**src/rtl/background_ram_loader_pkg.sv**
```systemverilog
// Shared definitions for the background palette-index RAM loader.
// Holds the segment geometry, the widths of the host words and palette indices,
// the loader state encoding, and a helper that picks one index out of a packed host word.
package background_ram_loader_pkg;

    localparam int unsigned SEG_X_SIZE  = 640;   // pixels per segment row
    localparam int unsigned SEG_Y_SIZE  = 177;   // rows in the ground segment
    localparam int unsigned SEG_Y_START = 253;   // first screen row of the segment (renderer side)
    localparam int unsigned IDX_W       = 4;
    localparam int unsigned WORD_W      = 32;
    localparam int unsigned NIBS        = WORD_W / IDX_W;
    localparam int unsigned ADDR_W      = 17;
    localparam int unsigned ROW_W       = 8;
    localparam int unsigned COL_W       = 10;
    localparam int unsigned TOTAL_PIX   = SEG_X_SIZE * SEG_Y_SIZE;

    typedef logic [IDX_W-1:0]         pal_idx_t;
    typedef logic [WORD_W-1:0]        pix_word_t;
    typedef logic [$clog2(NIBS)-1:0]  nib_idx_t;

    typedef enum logic [1:0] {
        ST_IDLE,
        ST_WAIT,
        ST_UNPACK,
        ST_DONE
    } loader_state_t;

    // Index n of a packed word; index 0 sits in bits [3:0] (lowest address).
    function automatic pal_idx_t word_nibble(input pix_word_t w, input nib_idx_t n);
        pix_word_t s;
        s = w >> (n * IDX_W);
        return s[IDX_W-1:0];
    endfunction

endpackage

```
**src/rtl/background_ram_loader_if.sv**
```systemverilog
// Host-to-loader word stream: packed palette indices with a valid/ready handshake.
//   in_data  : 8 x 4-bit palette indices, bits [3:0] = lowest address
//   in_valid : in_data is valid
//   in_ready : loader takes in_data this cycle
// master = host side, slave = loader side.
interface background_ram_loader_if;
    import background_ram_loader_pkg::*;

    pix_word_t in_data;
    logic      in_valid;
    logic      in_ready;

    modport master (output in_data, output in_valid, input in_ready);
    modport slave  (input in_data, input in_valid, output in_ready);

endinterface

```
**src/rtl/background_ram_loader_seg_addr_counter.sv**
```systemverilog
// Write-pointer for the ground segment: linear address plus column/row counters.
//   Clk, Reset : clock, asynchronous active-high reset
//   clr        : return the pointer to address 0
//   inc        : advance by one pixel (wraps to 0 after the last pixel)
//   addr, row  : pixel to be written next
//   last       : addr is the final pixel of the segment
module seg_addr_counter
    import background_ram_loader_pkg::*;
#(
    parameter int unsigned SEG_COLS = SEG_X_SIZE,
    parameter int unsigned SEG_ROWS = SEG_Y_SIZE
) (
    input  logic              Clk,
    input  logic              Reset,
    input  logic              clr,
    input  logic              inc,
    output logic [ADDR_W-1:0] addr,
    output logic [ROW_W-1:0]  row,
    output logic              last
);

    localparam logic [ADDR_W-1:0] LAST_ADDR = ADDR_W'(SEG_COLS * SEG_ROWS - 1);
    localparam logic [COL_W-1:0]  LAST_COL  = COL_W'(SEG_COLS - 1);

    logic [COL_W-1:0] col;

    assign last = (addr == LAST_ADDR);

    always_ff @(posedge Clk or posedge Reset) begin
        if (Reset) begin
            addr <= '0;
            col  <= '0;
            row  <= '0;
        end else if (clr || (inc && last)) begin
            addr <= '0;
            col  <= '0;
            row  <= '0;
        end else if (inc) begin
            addr <= addr + 1'b1;
            if (col == LAST_COL) begin
                col <= '0;
                row <= row + 1'b1;
            end else begin
                col <= col + 1'b1;
            end
        end
    end

endmodule

```
**src/rtl/background_ram_loader.sv**
```systemverilog
// Writer side of the background palette-index frame RAM.
// Takes packed 32-bit host words, unpacks them to one 4-bit index per clock and
// drives the RAM write port, filling the ground segment in raster order.
//   Clk, Reset : clock, asynchronous active-high reset
//   start      : pulse, begin a load at address 0 (ignored while busy or with abort)
//   abort      : pulse, cancel a load in progress (no done)
//   host       : word stream (in_data / in_valid / in_ready)
//   wr_en, wr_addr, wr_data : registered RAM write port, address = row*640 + col
//   cur_row    : row of the pixel on the write port
//   busy       : load in progress
//   done       : one-cycle pulse after the last pixel
module background_ram_loader
    import background_ram_loader_pkg::*;
#(
    parameter int unsigned SEG_COLS = SEG_X_SIZE,
    parameter int unsigned SEG_ROWS = SEG_Y_SIZE
) (
    input  logic                   Clk,
    input  logic                   Reset,
    input  logic                   start,
    input  logic                   abort,
    background_ram_loader_if.slave host,
    output logic                   wr_en,
    output logic [ADDR_W-1:0]      wr_addr,
    output pal_idx_t               wr_data,
    output logic [ROW_W-1:0]       cur_row,
    output logic                   busy,
    output logic                   done
);

    localparam nib_idx_t LAST_NIB = nib_idx_t'(NIBS - 1);

    loader_state_t     state;
    pix_word_t         word;
    nib_idx_t          nib;        // index currently shown on the write port
    logic              ready_q;
    logic              last_seen;  // final pixel of the segment has been emitted

    logic              running;
    logic              load_word;
    logic              step_nib;
    logic              emit;
    logic              cnt_clr;
    nib_idx_t          emit_nib;
    pal_idx_t          emit_data;
    logic [ADDR_W-1:0] cnt_addr;
    logic [ROW_W-1:0]  cnt_row;
    logic              cnt_last;

    assign host.in_ready = ready_q;

    always_comb begin
        running   = (state == ST_WAIT) || (state == ST_UNPACK);
        // ready_q is only ever set in WAIT or on the last index of an UNPACK word
        load_word = host.in_valid && ready_q && !abort;
        step_nib  = (state == ST_UNPACK) && !abort && (nib != LAST_NIB);
        emit      = load_word || step_nib;
        emit_nib  = load_word ? '0 : nib + 1'b1;
        emit_data = load_word ? word_nibble(host.in_data, '0) : word_nibble(word, emit_nib);
        cnt_clr   = ((state == ST_IDLE) && start && !abort) || (running && abort);
    end

    seg_addr_counter #(
        .SEG_COLS (SEG_COLS),
        .SEG_ROWS (SEG_ROWS)
    ) u_addr (
        .Clk   (Clk),
        .Reset (Reset),
        .clr   (cnt_clr),
        .inc   (emit),
        .addr  (cnt_addr),
        .row   (cnt_row),
        .last  (cnt_last)
    );

    always_ff @(posedge Clk or posedge Reset) begin
        if (Reset) begin
            state     <= ST_IDLE;
            word      <= '0;
            nib       <= '0;
            ready_q   <= 1'b0;
            last_seen <= 1'b0;
            wr_en     <= 1'b0;
            wr_addr   <= '0;
            wr_data   <= '0;
            cur_row   <= '0;
            busy      <= 1'b0;
            done      <= 1'b0;
        end else begin
            wr_en <= 1'b0;
            done  <= 1'b0;

            if (load_word) begin
                word <= host.in_data;
            end

            // ready is raised one cycle ahead so the next word lands right after index 7
            if (emit) begin
                wr_en   <= 1'b1;
                wr_data <= emit_data;
                wr_addr <= cnt_addr;
                cur_row <= cnt_row;
                nib     <= emit_nib;
                ready_q <= (emit_nib == LAST_NIB) && !cnt_last;
                if (cnt_last) begin
                    last_seen <= 1'b1;
                end
            end

            case (state)
                ST_IDLE: begin
                    if (start && !abort) begin
                        state     <= ST_WAIT;
                        ready_q   <= 1'b1;
                        busy      <= 1'b1;
                        last_seen <= 1'b0;
                    end
                end
                ST_WAIT, ST_UNPACK: begin
                    if (abort) begin
                        state     <= ST_IDLE;
                        ready_q   <= 1'b0;
                        busy      <= 1'b0;
                        nib       <= '0;
                        last_seen <= 1'b0;
                    end else if (load_word) begin
                        state <= ST_UNPACK;
                    end else if ((state == ST_UNPACK) && !step_nib) begin
                        if (last_seen) begin
                            state   <= ST_DONE;
                            done    <= 1'b1;
                            busy    <= 1'b0;
                            ready_q <= 1'b0;
                        end else begin
                            state   <= ST_WAIT;
                            ready_q <= 1'b1;
                        end
                    end
                end
                ST_DONE: begin
                    state <= ST_IDLE;
                end
                default: begin
                    state <= ST_IDLE;
                end
            endcase
        end
    end

endmodule

```
**src/flat_wrapper.sv**
```systemverilog
// flat-port wrapper written by rule: the top's interface ports become plain ports
module background_ram_loader_flat import background_ram_loader_pkg::*;
#(
    parameter int unsigned SEG_COLS = SEG_X_SIZE,
    parameter int unsigned SEG_ROWS = SEG_Y_SIZE
)
  (Clk, Reset, start, abort, wr_en, wr_addr, wr_data, cur_row, busy, done, host_in_data, host_in_valid, host_in_ready);
  background_ram_loader_if host_i ();
  input  logic Clk;
  input  logic Reset;
  input  logic start;
  input  logic abort;
  output logic wr_en;
  output logic [ADDR_W-1:0] wr_addr;
  output pal_idx_t wr_data;
  output logic [ROW_W-1:0] cur_row;
  output logic busy;
  output logic done;
  input wire logic [$bits(host_i.in_data)-1:0] host_in_data;
  input wire logic [$bits(host_i.in_valid)-1:0] host_in_valid;
  output wire logic [$bits(host_i.in_ready)-1:0] host_in_ready;
  assign host_i.in_data = host_in_data;
  assign host_i.in_valid = host_in_valid;
  assign host_in_ready = host_i.in_ready;
  background_ram_loader #(.SEG_COLS(SEG_COLS), .SEG_ROWS(SEG_ROWS)) u_core (.Clk(Clk), .Reset(Reset), .start(start), .abort(abort), .host(host_i), .wr_en(wr_en), .wr_addr(wr_addr), .wr_data(wr_data), .cur_row(cur_row), .busy(busy), .done(done));
endmodule
```
**config.mk**
```make
export PLATFORM = sky130hd
export DESIGN_NAME = background_ram_loader_flat
export DESIGN_NICKNAME = d
export VERILOG_FILES = /design/src/rtl/background_ram_loader_pkg.sv /design/src/rtl/background_ram_loader_if.sv /design/src/rtl/background_ram_loader_seg_addr_counter.sv /design/src/rtl/background_ram_loader.sv /design/src/flat_wrapper.sv
export SDC_FILE = /design/constraint.sdc
export NUM_CORES = 1
export LEC_CHECK = 0
export ABC_CLOCK_PERIOD_IN_PS = 3250
export CAP_MARGIN = 0
export CORE_ASPECT_RATIO = 0.75
export CORE_MARGIN = 4
export CORE_UTILIZATION = 50
export CTS_CLUSTER_DIAMETER = 150
export DETAILED_ROUTE_END_ITERATION = 16
export PLACE_DENSITY = 0.77
export SYNTH_ARGS = -nofsm -noshare
export SYNTH_HDL_FRONTEND = slang
export SYNTH_SLANG_ARGS = --single-unit
```
**constraint.sdc**
```tcl
create_clock -name Clk -period 3.25 [get_ports Clk]
set_input_delay 0.65 -clock Clk [delete_from_list [all_inputs] [get_ports Clk]]
set_output_delay 0.65 -clock Clk [all_outputs]
set_load 0.01 [all_outputs]
```
==> results of run 1 <==
==> power by group through the flow <==
stage / combinational (mW) / sequential, mW / clock (mW)
floorplan: 0.678 / 1.80 / 0
global placement: 0.951 / 1.82 / 0
detailed placement: 0.983 / 1.83 / 0
CTS: 0.994 / 1.81 / 1.21
global route: 1.10 / 1.85 / 1.27
finish: 0.992 / 1.82 / 1.19
==> path summary, 6_finish.rpt <==
check | to | slack (ns) | cells after the start
min in group asynchronous | u_core.wr_addr[3]$_DFFE_PP0N_ | 0.69 | 2
max in group asynchronous | u_core.word[13]$_DFFE_PP0P_ | 1.81 | 3
worst min-delay path | u_core.wr_addr[4]$_DFFE_PP0N_ | 0.47 | 2
worst min register to register | u_core.wr_addr[4]$_DFFE_PP0N_ | 0.47 | 2
worst max-delay path | u_core.u_addr.row[0]$_DFFE_PP0P_ | 0.81 | 7
worst max register to register | u_core.u_addr.row[0]$_DFFE_PP0P_ | 0.81 | 7
==> routing by layer <==
| metal | routed length, um | vias up |
|---|---|---|
| met5 | 0 | - |
| li1 | - | 1814 |
| met1 | 5331 | 1857 |
| met3 | 637 | 25 |
| met2 | 5145 | 133 |
| met4 | 231 | 0 |
==> stage by stage <==
| stage | hold WS, ns | instances | instance area (um^2) |
|---|---|---|---|
| global placement | 0.4624 | 677 | 5903 |
| detailed placement | 0.4643 | 677 | 5903 |
| floorplan | 0.4598 | 488 | 5095 |
| CTS | 0.4809 | 693 | 6233 |
| finish | 0.4748 | 693 | 6233 |
| global route | 0.5095 | 693 | 6233 |
==> state kept, by name, indices dropped and copies added (netlist names), 2 cells and up <==
register and count:
u_core.word 32, u_core.u_addr.addr 17, u_core.wr_addr 17, u_core.u_addr.col 10
u_core.cur_row 8, u_core.u_addr.row 8, u_core.wr_data 4, u_core.nib 3
u_core.state 2
==> placed cells by master, fill, tap and decap left out, drive strengths merged, types with 9 or more instances in the layout <==
cell	n
o21ai	16
clkbuf	12
ha	10
nor2	38
buf	9
and3	9
nand2	103
a21oi	17
dfrtp	106
xnor2	11
xor2	18
clkdlybuf4s50	69
nand3	13
mux2	32
==> logic make-up (layout without fill, tap and decap cells) <==
kind of cell,Yosys count,after routing
mux,40,40
flops,106,106
compound gates,68,68
xor+xnor,29,29
fa+ha+maj,10,10
simple gates,207,207
buf+inv,28,101
==> final cells by class <==
type / instances / area, um^2 / area share [%]
Clock buffer: 12 / 256.5 / 4.115
Clock inverter: 4 / 73.82 / 1.184
Inverter: 7 / 30.03 / 0.4817
Multi-Input combinational cell: 354 / 2285 / 36.65
Sequential cell: 106 / 2653 / 42.55
Tap cell: 132 / 165.2 / 2.650
Timing Repair Buffer: 78 / 770.7 / 12.36
==> critical path: cells and delay by family, from the launching register on <==
kind,cells,cell delay (ns)
and+or+nand+nor,4,0.98
AOI/OAI and AO/OA,1,0.49
adders and majority gates,2,0.44
DFF,1,0.38
==> impl_metrics.json, run 1 <==
{
  "run_status": "finished clean",
  "cts_max_level": 3,
  "ctsLongestPathBuffers": 2,
  "critPathLaunchType": "flip-flop",
  "syn_inst": 488,
  "post_cts_buffers": 0,
  "grt_max_degree": 58,
  "antenna_found_initial": 0,
  "p_sw_mw": 1.183,
  "drc": 0,
  "start_util_pct": 52.09,
  "slew_headroom_pct": 61.69,
  "fin_crit_ns": 2.441,
  "cts_root_buf": "clkbuf_16",
  "ir_drop_v": 0.0003354,
  "final-hold-violation-count": 0,
  "grt_use_met2_pct": 31.83,
  "pwr-share-comb_pct": 24.8,
  "clock.fmax_ghz": 0.4096,
  "synth-xor-area-share_pct": 4.989,
  "clk_pin_slew_ns": 0.07,
  "power.leakage_nw": 2.756,
  "numCtsBuffers": 9,
  "synth_ff_type": "dfrtp_1",
  "synth_edf_count": 0,
  "cp-end-kind": "flip-flop",
  "antenna_cells": 0,
  "grt_overflow": 0,
  "yosys.area_share.adder_pct": 2.458,
  "drv_slew": 0,
  "reg2reg_from": "u_core.nib[0]$_DFF_PP0_",
  "synthMuxAreaShare_pct": 8.651,
  "ant_nets": 0,
  "slowest_stage": "a211oi_4",
  "top_usage_layer": "met2",
  "p_int_mw": 2.813,
  "drt-initial-drc-count": 340,
  "grt_pass1_vias": 3880,
  "crit_fanout": 28,
  "ys_seq_area_share_pct": 52.10,
  "synth_cell_type_count": 54,
  "finalPower_mw": 3.996,
  "dieHeight_um": 95.39,
  "finalSetupTns_ns": 0,
  "vias_per_cell": 5.525,
  "fin_ws_ns": 0.8086,
  "core_um2": 9774,
  "cts_hold_buf": 0,
  "min_period_over_period_pct": 75.12,
  "insertion_delay_ns": 0.34,
  "nets": 603,
  "synth_top_family_by_area": "simple AND/OR/NAND/NOR gates",
  "cp-startpoint": "u_core.nib[0]$_DFF_PP0_",
  "rows": 31,
  "grt.total_usage_pct": 20.16,
  "finClkSkew_ns": 0.007270,
  "place_congestion": 0.8926,
  "crit_required_ns": 3.45,
  "dr.pass1.iters": 5,
  "yosysMostFrequentCell": "dfrtp_1",
  "cp.arrival_ns": 2.65,
  "fp.dieW_um": 124.5,
  "synth_compound_area_share_pct": 10.00,
  "power_frac_clock_pct": 29.7,
  "hpwl_mm": 8.069,
  "yosys_register_bits": 106,
  "tritoncts": "done",
  "worstPathCellList": "ha_1 -> ha_1 -> nand2b_2 -> a211oi_4 -> nand2_1 -> nand3_2 -> nor2_1",
  "netlist_area_um2": 5091,
  "hp-class": "reg -> reg",
  "setup_viol": 0,
  "cts_num_sinks": 106,
  "critPathMaxStageDelay_ns": 0.49,
  "grt_use_met3_pct": 4.591,
  "port_buffers": 69,
  "synth.area.top_cells": "dfrtp_1 (52%), nand2_1 (7.6%), mux2_2 (7.1%)",
  "vias": 3829,
  "syn_to_final_growth_pct": 22.44,
  "avgSynthCellArea_um2": 10.43,
  "io_pins": 70,
  "grt_pass1_wl_mm": 19.13,
  "drive_gt1_share_pct": 13.01,
  "tightest_slew_ns": 0.5739,
  "synthSimpleGateAreaFrac_pct": 18.78,
  "n_fill_cell": 782,
  "swShare_pct": 29.60,
  "wl_mm": 11.35,
  "wire_per_inst_um": 16.37,
  "path_class": "reg -> reg",
  "cpMostUsedCell": "ha_1",
  "synth.top_cells.by_count": "dfrtp_1 (106), nand2_1 (103), nor2_1 (38)",
  "grt_setup_unrepaired": "no",
  "yosysTopAreaCell": "dfrtp_1",
  "die_area_um2": 11880,
  "yosysWarnings": 0,
  "pwr-share-seq_pct": 45.4,
  "min_from": "u_core.wr_addr[4]$_DFFE_PP0N_",
  "synth_top_area_share_pct": 52.10,
  "final_core_util_pct": 63.77,
  "grt_use_met1_pct": 27.54,
  "syn_nets": 535,
  "cap_violations": 0,
  "synthArstFlopShare_pct": 100.0,
  "power_density_nw_per_um2": 641.1,
  "ctsResizeCount": 0,
  "pre_cts_ws_ns": 0.5471
}
No activity file was read; power rests on OpenSTA's default activity.
==> run 2, diff against run 1 <==
--- a/config.mk
+++ b/config.mk
@@ -5,14 +5,14 @@
 export SDC_FILE = /design/constraint.sdc
 export NUM_CORES = 1
 export LEC_CHECK = 0
-export ABC_CLOCK_PERIOD_IN_PS = 3250
+export ABC_CLOCK_PERIOD_IN_PS = 2500
 export CAP_MARGIN = 0
 export CORE_ASPECT_RATIO = 0.75
 export CORE_MARGIN = 4
-export CORE_UTILIZATION = 50
+export CORE_UTILIZATION = 55
 export CTS_CLUSTER_DIAMETER = 150
 export DETAILED_ROUTE_END_ITERATION = 16
-export PLACE_DENSITY = 0.77
+export PLACE_DENSITY = 0.8
 export SYNTH_ARGS = -nofsm -noshare
 export SYNTH_HDL_FRONTEND = slang
 export SYNTH_SLANG_ARGS = --single-unit
==> constraint.sdc (replaced) <==
create_clock -name Clk -period 2.5 [get_ports Clk]
set_input_delay 0.5 -clock Clk [delete_from_list [all_inputs] [get_ports Clk]]
set_output_delay 0.5 -clock Clk [all_outputs]
set_load 0.01 [all_outputs]
==> impl_metrics.json, run 2 (synthesized netlist as in run 1, its figures left out) <==
{
  "run_status": "finished clean",
  "wire_per_inst_um": 16.68,
  "io_pins": 70,
  "rows": 30,
  "critPathLaunchType": "flip-flop",
  "fin_crit_ns": 2.289,
  "swShare_pct": 30.34,
  "critPathMaxStageDelay_ns": 0.39,
  "cap_violations": 0,
  "hold_ws_ns": 0.4745,
  "vias_per_cell": 5.610,
  "grt.total_usage_pct": 22.14,
  "final-hold-violation-count": 0,
  "p_int_mw": 3.536,
  "vias": 3882,
  "path_class": "reg -> reg",
  "drc": 0,
  "syn_to_final_growth_pct": 22.73,
  "grt_pass1_wl_mm": 19.45,
  "ctsResizeCount": 0,
  "power.leakage_nw": 2.760,
  "port_buffers": 69,
  "drive_gt1_share_pct": 13.30,
  "hp-class": "reg -> reg",
  "core_um2": 9046,
  "die_area_um2": 10880,
  "antenna_found_initial": 0,
  "tightest_slew_ns": 0.5555,
  "layout_commonest_cell": "dfrtp_1",
  "crit_fanout": 20,
  "cp.arrival_ns": 2.52,
  "clk_pin_slew_ns": 0.07,
  "cp-end-kind": "flip-flop",
  "grt_overflow": 0,
  "cts_root_buf": "clkbuf_16",
  "crit_required_ns": 2.73,
  "grt_setup_unrepaired": "no",
  "antenna_cells": 0,
  "cpMostUsedCell": "ha_1",
  "power_frac_clock_pct": 26.8,
  "finalSetupTns_ns": 0,
  "wl_mm": 11.54,
  "cts_num_sinks": 106,
  "grt_pass1_vias": 3936,
  "nets": 608,
  "dieHeight_um": 91.32,
  "ir_drop_v": 0.0004924,
  "worstPathCellList": "ha_1 -> ha_1 -> nand2b_2 -> a21o_1 -> inv_2 -> nor2_1 -> a22oi_1 -> o31ai_1",
  "tritoncts": "done",
  "power_density_nw_per_um2": 812.3,
  "cts_max_level": 3,
  "fp.dieW_um": 119.1,
  "slew_headroom_pct": 62.97,
  "cts_hold_buf": 0,
  "ctsLongestPathBuffers": 2,
  "start_util_pct": 56.28,
  "ant_nets": 0,
  "min_period_over_period_pct": 91.58,
  "area.sequential_um2": 2653,
  "regMostFlops": "u_core.word",
  "finalPower_mw": 5.076,
  "pwr-share-seq_pct": 46.8,
  "drv_slew": 0,
  "post_cts_buffers": 0,
  "layout_common_cells": "dfrtp_1 (106), nand2_1 (103), clkdlybuf4s50_1 (69)",
  "dr.pass1.iters": 5,
  "finClkSkew_ns": 0.009204,
  "numCtsBuffers": 9,
  "n_fill_cell": 702,
  "insertion_delay_ns": 0.35,
  "hpwl_mm": 7.954,
  "grt_max_degree": 107,
  "p_sw_mw": 1.540,
  "place_congestion": 0.8982,
  "multi_input_area_um2": 2285,
  "pwr-share-comb_pct": 26.4,
  "drt-initial-drc-count": 419,
  "setup_viol": 0,
  "slowest_stage": "dfrtp_1",
  "clock.fmax_ghz": 0.4368,
  "reg.largest.list": "u_core.word (32), u_core.u_addr.addr (17), u_core.wr_addr (17)",
  "largest_reg_flops": 32
}
run 2: cell types whose count changed in the layout (fill, tap and decap cells not counted), sizes merged:
cell,change
bufinv,-1
clkbuf,-1
buf,+5
clkinvlp,+1
clkinv,-1
run 2: critical path, delay by kind of cell, from the launching register on:
family,cells,cell delay (ns)
flops,1,0.39
buf+inv,1,0.30
simple gates,2,0.44
compound gates,3,0.61
fa+ha+maj,2,0.43
run 2: routing by layer:
layer	vias to the layer above	GRT usage, %	share of wire (%)
met4	0	5.207	1.2
met5	-	0	0
met3	11	6.351	5.8
met1	1918	30.60	45
li1	1824	-	-
met2	129	34.79	48
run 2: through the flow:
| stage | setup slack, ns | cells | utilization [%] | area, um^2 |
|---|---|---|---|---|
| 2_1_floorplan | 0.5031 | 488 | - | 5095 |
| 3_3_place_gp | 0.2308 | 678 | 66.03 | 5973 |
| 3_5_place_dp | 0.1382 | 678 | 66.03 | 5973 |
| 4_1_cts | 0.2168 | 692 | 69.07 | 6248 |
| 5_1_grt | 0.03608 | 692 | 69.07 | 6248 |
| 6_report | 0.2106 | 692 | 69.07 | 6248 |
run 2: final timing paths:
kind	from	end	slack, ns	cells after the start
worst max-delay path	u_core.nib[0]$_DFF_PP0_	u_core.u_addr.col[3]$_DFFE_PP0P_	0.21	8
max in group asynchronous	Reset	u_core.word[10]$_DFFE_PP0P_	1.41	3
min in group asynchronous	Reset	u_core.last_seen$_DFF_PP0_	0.65	3
worst min-delay path	u_core.cur_row[2]$_DFFE_PP0N_	u_core.cur_row[2]$_DFFE_PP0N_	0.47	2
worst max register to register	u_core.nib[0]$_DFF_PP0_	u_core.u_addr.col[3]$_DFFE_PP0P_	0.21	8
worst min register to register	u_core.cur_row[2]$_DFFE_PP0N_	u_core.cur_row[2]$_DFFE_PP0N_	0.47	2
run 2: area by class of cell:
type / instances / share of cell area [%]
sequential: 106 / 42.45
multi-input combinational: 354 / 36.56
timing repair buffer: 83 / 13.54
clock buffer: 11 / 3.724
tap: 128 / 2.563
clock inverter: 3 / 0.6808
inverter: 7 / 0.4806
run 2: power by group through the flow:
stage / Combinational [mW] / Sequential [mW] / Clock, mW
6_report: 1.34 / 2.37 / 1.36
5_1_grt: 1.47 / 2.43 / 1.46
4_1_cts: 1.34 / 2.37 / 1.39
3_5_place_dp: 1.33 / 2.40 / 0
3_3_place_gp: 1.27 / 2.38 / 0
2_1_floorplan: 0.881 / 2.34 / 0
==> run 3, diff against run 2 <==
--- a/config.mk
+++ b/config.mk
@@ -7,7 +7,6 @@
 export LEC_CHECK = 0
 export ABC_CLOCK_PERIOD_IN_PS = 2500
 export CAP_MARGIN = 0
-export CORE_ASPECT_RATIO = 0.75
 export CORE_MARGIN = 4
 export CORE_UTILIZATION = 55
 export CTS_CLUSTER_DIAMETER = 150
==> impl_metrics.json, run 3 (synthesized netlist as in run 1, its figures left out) <==
{
  "fin_crit_ns": 2.240,
  "syn_to_final_growth_pct": 20.35,
  "timing.critical_path.to": "u_core.u_addr.col[3]$_DFFE_PP0P_",
  "final-hold-violation-count": 0,
  "slew_headroom_pct": 60.92,
  "wl_mm": 10.61,
  "tightest_slew_ns": 0.5861,
  "vias": 3791,
  "place_congestion": 0.8025,
  "antenna_cells": 0,
  "reg2reg_depth": 8,
  "cap_violations": 0,
  "area.sequential_um2": 2653,
  "cp-end-kind": "flip-flop",
  "reg.largest.list": "u_core.word (32), u_core.u_addr.addr (17), u_core.wr_addr (17)",
  "hpwl_mm": 7.359,
  "fp.dieW_um": 104.2,
  "ant_nets": 0,
  "finClkSkew_ns": 0.01475,
  "reg2reg_to": "u_core.u_addr.col[3]$_DFFE_PP0P_",
  "largest_reg_flops": 32,
  "power.leakage_nw": 2.725,
  "cts_root_buf": "clkbuf_8",
  "grt_setup_unrepaired": "no",
  "crit_required_ns": 2.75,
  "layout_common_cells": "dfrtp_1 (106), nand2_1 (103), clkdlybuf4s50_1 (69)",
  "setup_viol": 0,
  "n_fill_cell": 695,
  "tritoncts": "done",
  "dieHeight_um": 104.2,
  "post_dp_cell_area_um2": 5931,
  "crit_fanout": 18,
  "port_buffers": 69,
  "drc": 0,
  "regMostFlops": "u_core.word",
  "die_area_um2": 10860,
  "clock.fmax_ghz": 0.4465,
  "grt_pass1_vias": 3871,
  "multi_input_area_um2": 2285,
  "finalInstanceArea_um2": 6127,
  "io_pins": 70,
  "finalPower_mw": 4.697,
  "rows": 34,
  "placed_cells": 659,
  "dr.pass1.iters": 4,
  "layout_commonest_cell": "dfrtp_1",
  "min_period_over_period_pct": 89.58,
  "antenna_found_initial": 0,
  "nets": 609,
  "r2r_setup_slack_ns": 0.26,
  "cp-startpoint": "u_core.nib[0]$_DFF_PP0_",
  "grt.total_usage_pct": 20.35,
  "finalSetupTns_ns": 0,
  "post_cts_buffers": 0,
  "insertion_delay_ns": 0.37,
  "grt_max_degree": 107,
  "hp-class": "reg -> reg",
  "hold_ws_ns": 0.4825,
  "wire_per_inst_um": 15.72,
  "vias_per_cell": 5.616,
  "critPathLaunchType": "flip-flop",
  "run_status": "finished clean",
  "ctsLongestPathBuffers": 2,
  "cts_num_sinks": 106,
  "grt_pass1_wl_mm": 18.29,
  "ctsResizeCount": 0,
  "drive_gt1_share_pct": 14.11,
  "cts_hold_buf": 0,
  "ir_drop_v": 0.0004470,
  "drt-initial-drc-count": 291,
  "drv_slew": 0,
  "instances_no_fill": 675,
  "grt_overflow": 0,
  "start_util_pct": 57.54,
  "core_um2": 8848,
  "cts_max_level": 3,
  "numCtsBuffers": 9,
  "path_class": "reg -> reg",
  "reg2reg_from": "u_core.nib[0]$_DFF_PP0_",
  "power_density_nw_per_um2": 766.7,
  "cp.arrival_ns": 2.49,
  "clk_pin_slew_ns": 0.11
}
-- run 3: cell types whose count changed in the layout (fill, tap and decap cells not counted), moves of 2 or more --
| cell | change |
|---|---|
| clkbuf_1 | -2 |
| clkbuf_16 | -9 |
| clkbuf_8 | +11 |
| buf_12 | -2 |
| clkinv_4 | +2 |
| buf_4 | +3 |
-- run 3: worst min-delay path by stage --
stage / from / to / slack [ns] / cells past startpoint
3_3_place_gp: u_core.wr_addr[5]$_DFFE_PP0N_ / u_core.wr_addr[5]$_DFFE_PP0N_ / 0.46 / 2
4_1_cts: u_core.wr_addr[4]$_DFFE_PP0N_ / u_core.wr_addr[4]$_DFFE_PP0N_ / 0.49 / 2
5_1_grt: u_core.wr_addr[9]$_DFFE_PP0N_ / u_core.wr_addr[9]$_DFFE_PP0N_ / 0.50 / 2
3_5_place_dp: u_core.wr_addr[4]$_DFFE_PP0N_ / u_core.wr_addr[4]$_DFFE_PP0N_ / 0.46 / 2
2_1_floorplan: u_core.u_addr.row[7]$_DFFE_PP0P_ / u_core.cur_row[7]$_DFFE_PP0N_ / 0.46 / 2
6_report: u_core.wr_addr[5]$_DFFE_PP0N_ / u_core.wr_addr[5]$_DFFE_PP0N_ / 0.48 / 2
-- run 3: area by class of cell --
class	count	area share (%)
flip-flops and latches	106	43.29
repair buffers	84	13.52
inverters	7	0.4901
well taps	108	2.205
clock buffers	11	2.471
clock inverters	5	0.7351
multi-input cells	354	37.29
-- run 3: report_power, final --
part	switching (mW)	total [mW]	leakage, nW	internal [mW]
clock network	0.606	1.04	0.0981	0.431
registers	0.262	2.36	1.40	2.10
logic	0.643	1.30	1.23	0.659
total	1.51	4.70	2.73	3.19
-- run 3: metal layers --
layer	GRT usage (%)	wire length [um]	vias up
li1	-	-	1822
met1	28.26	4808	1855
met2	32.96	5124	101
met3	2.731	511	13
met4	7.217	163	0
met5	0	0	-
-- run 3: stage by stage --
stage	util (%)	worst slack [ns]
finish	69.24	0.2604
global route	69.24	0.05184
CTS	69.24	0.2457
detailed placement	67.02	0.05248
global placement	67.02	0.1537
floorplan	-	0.5031
-- run 3: critical path, cell delays in order (launching register included) --
cell	delay (ns)
dfrtp_1	0.39
ha_1	0.20
ha_1	0.21
nand2b_2	0.27
a21o_1	0.32
inv_2	0.29
nor2_1	0.14
a22oi_1	0.21
o31ai_1	0.09
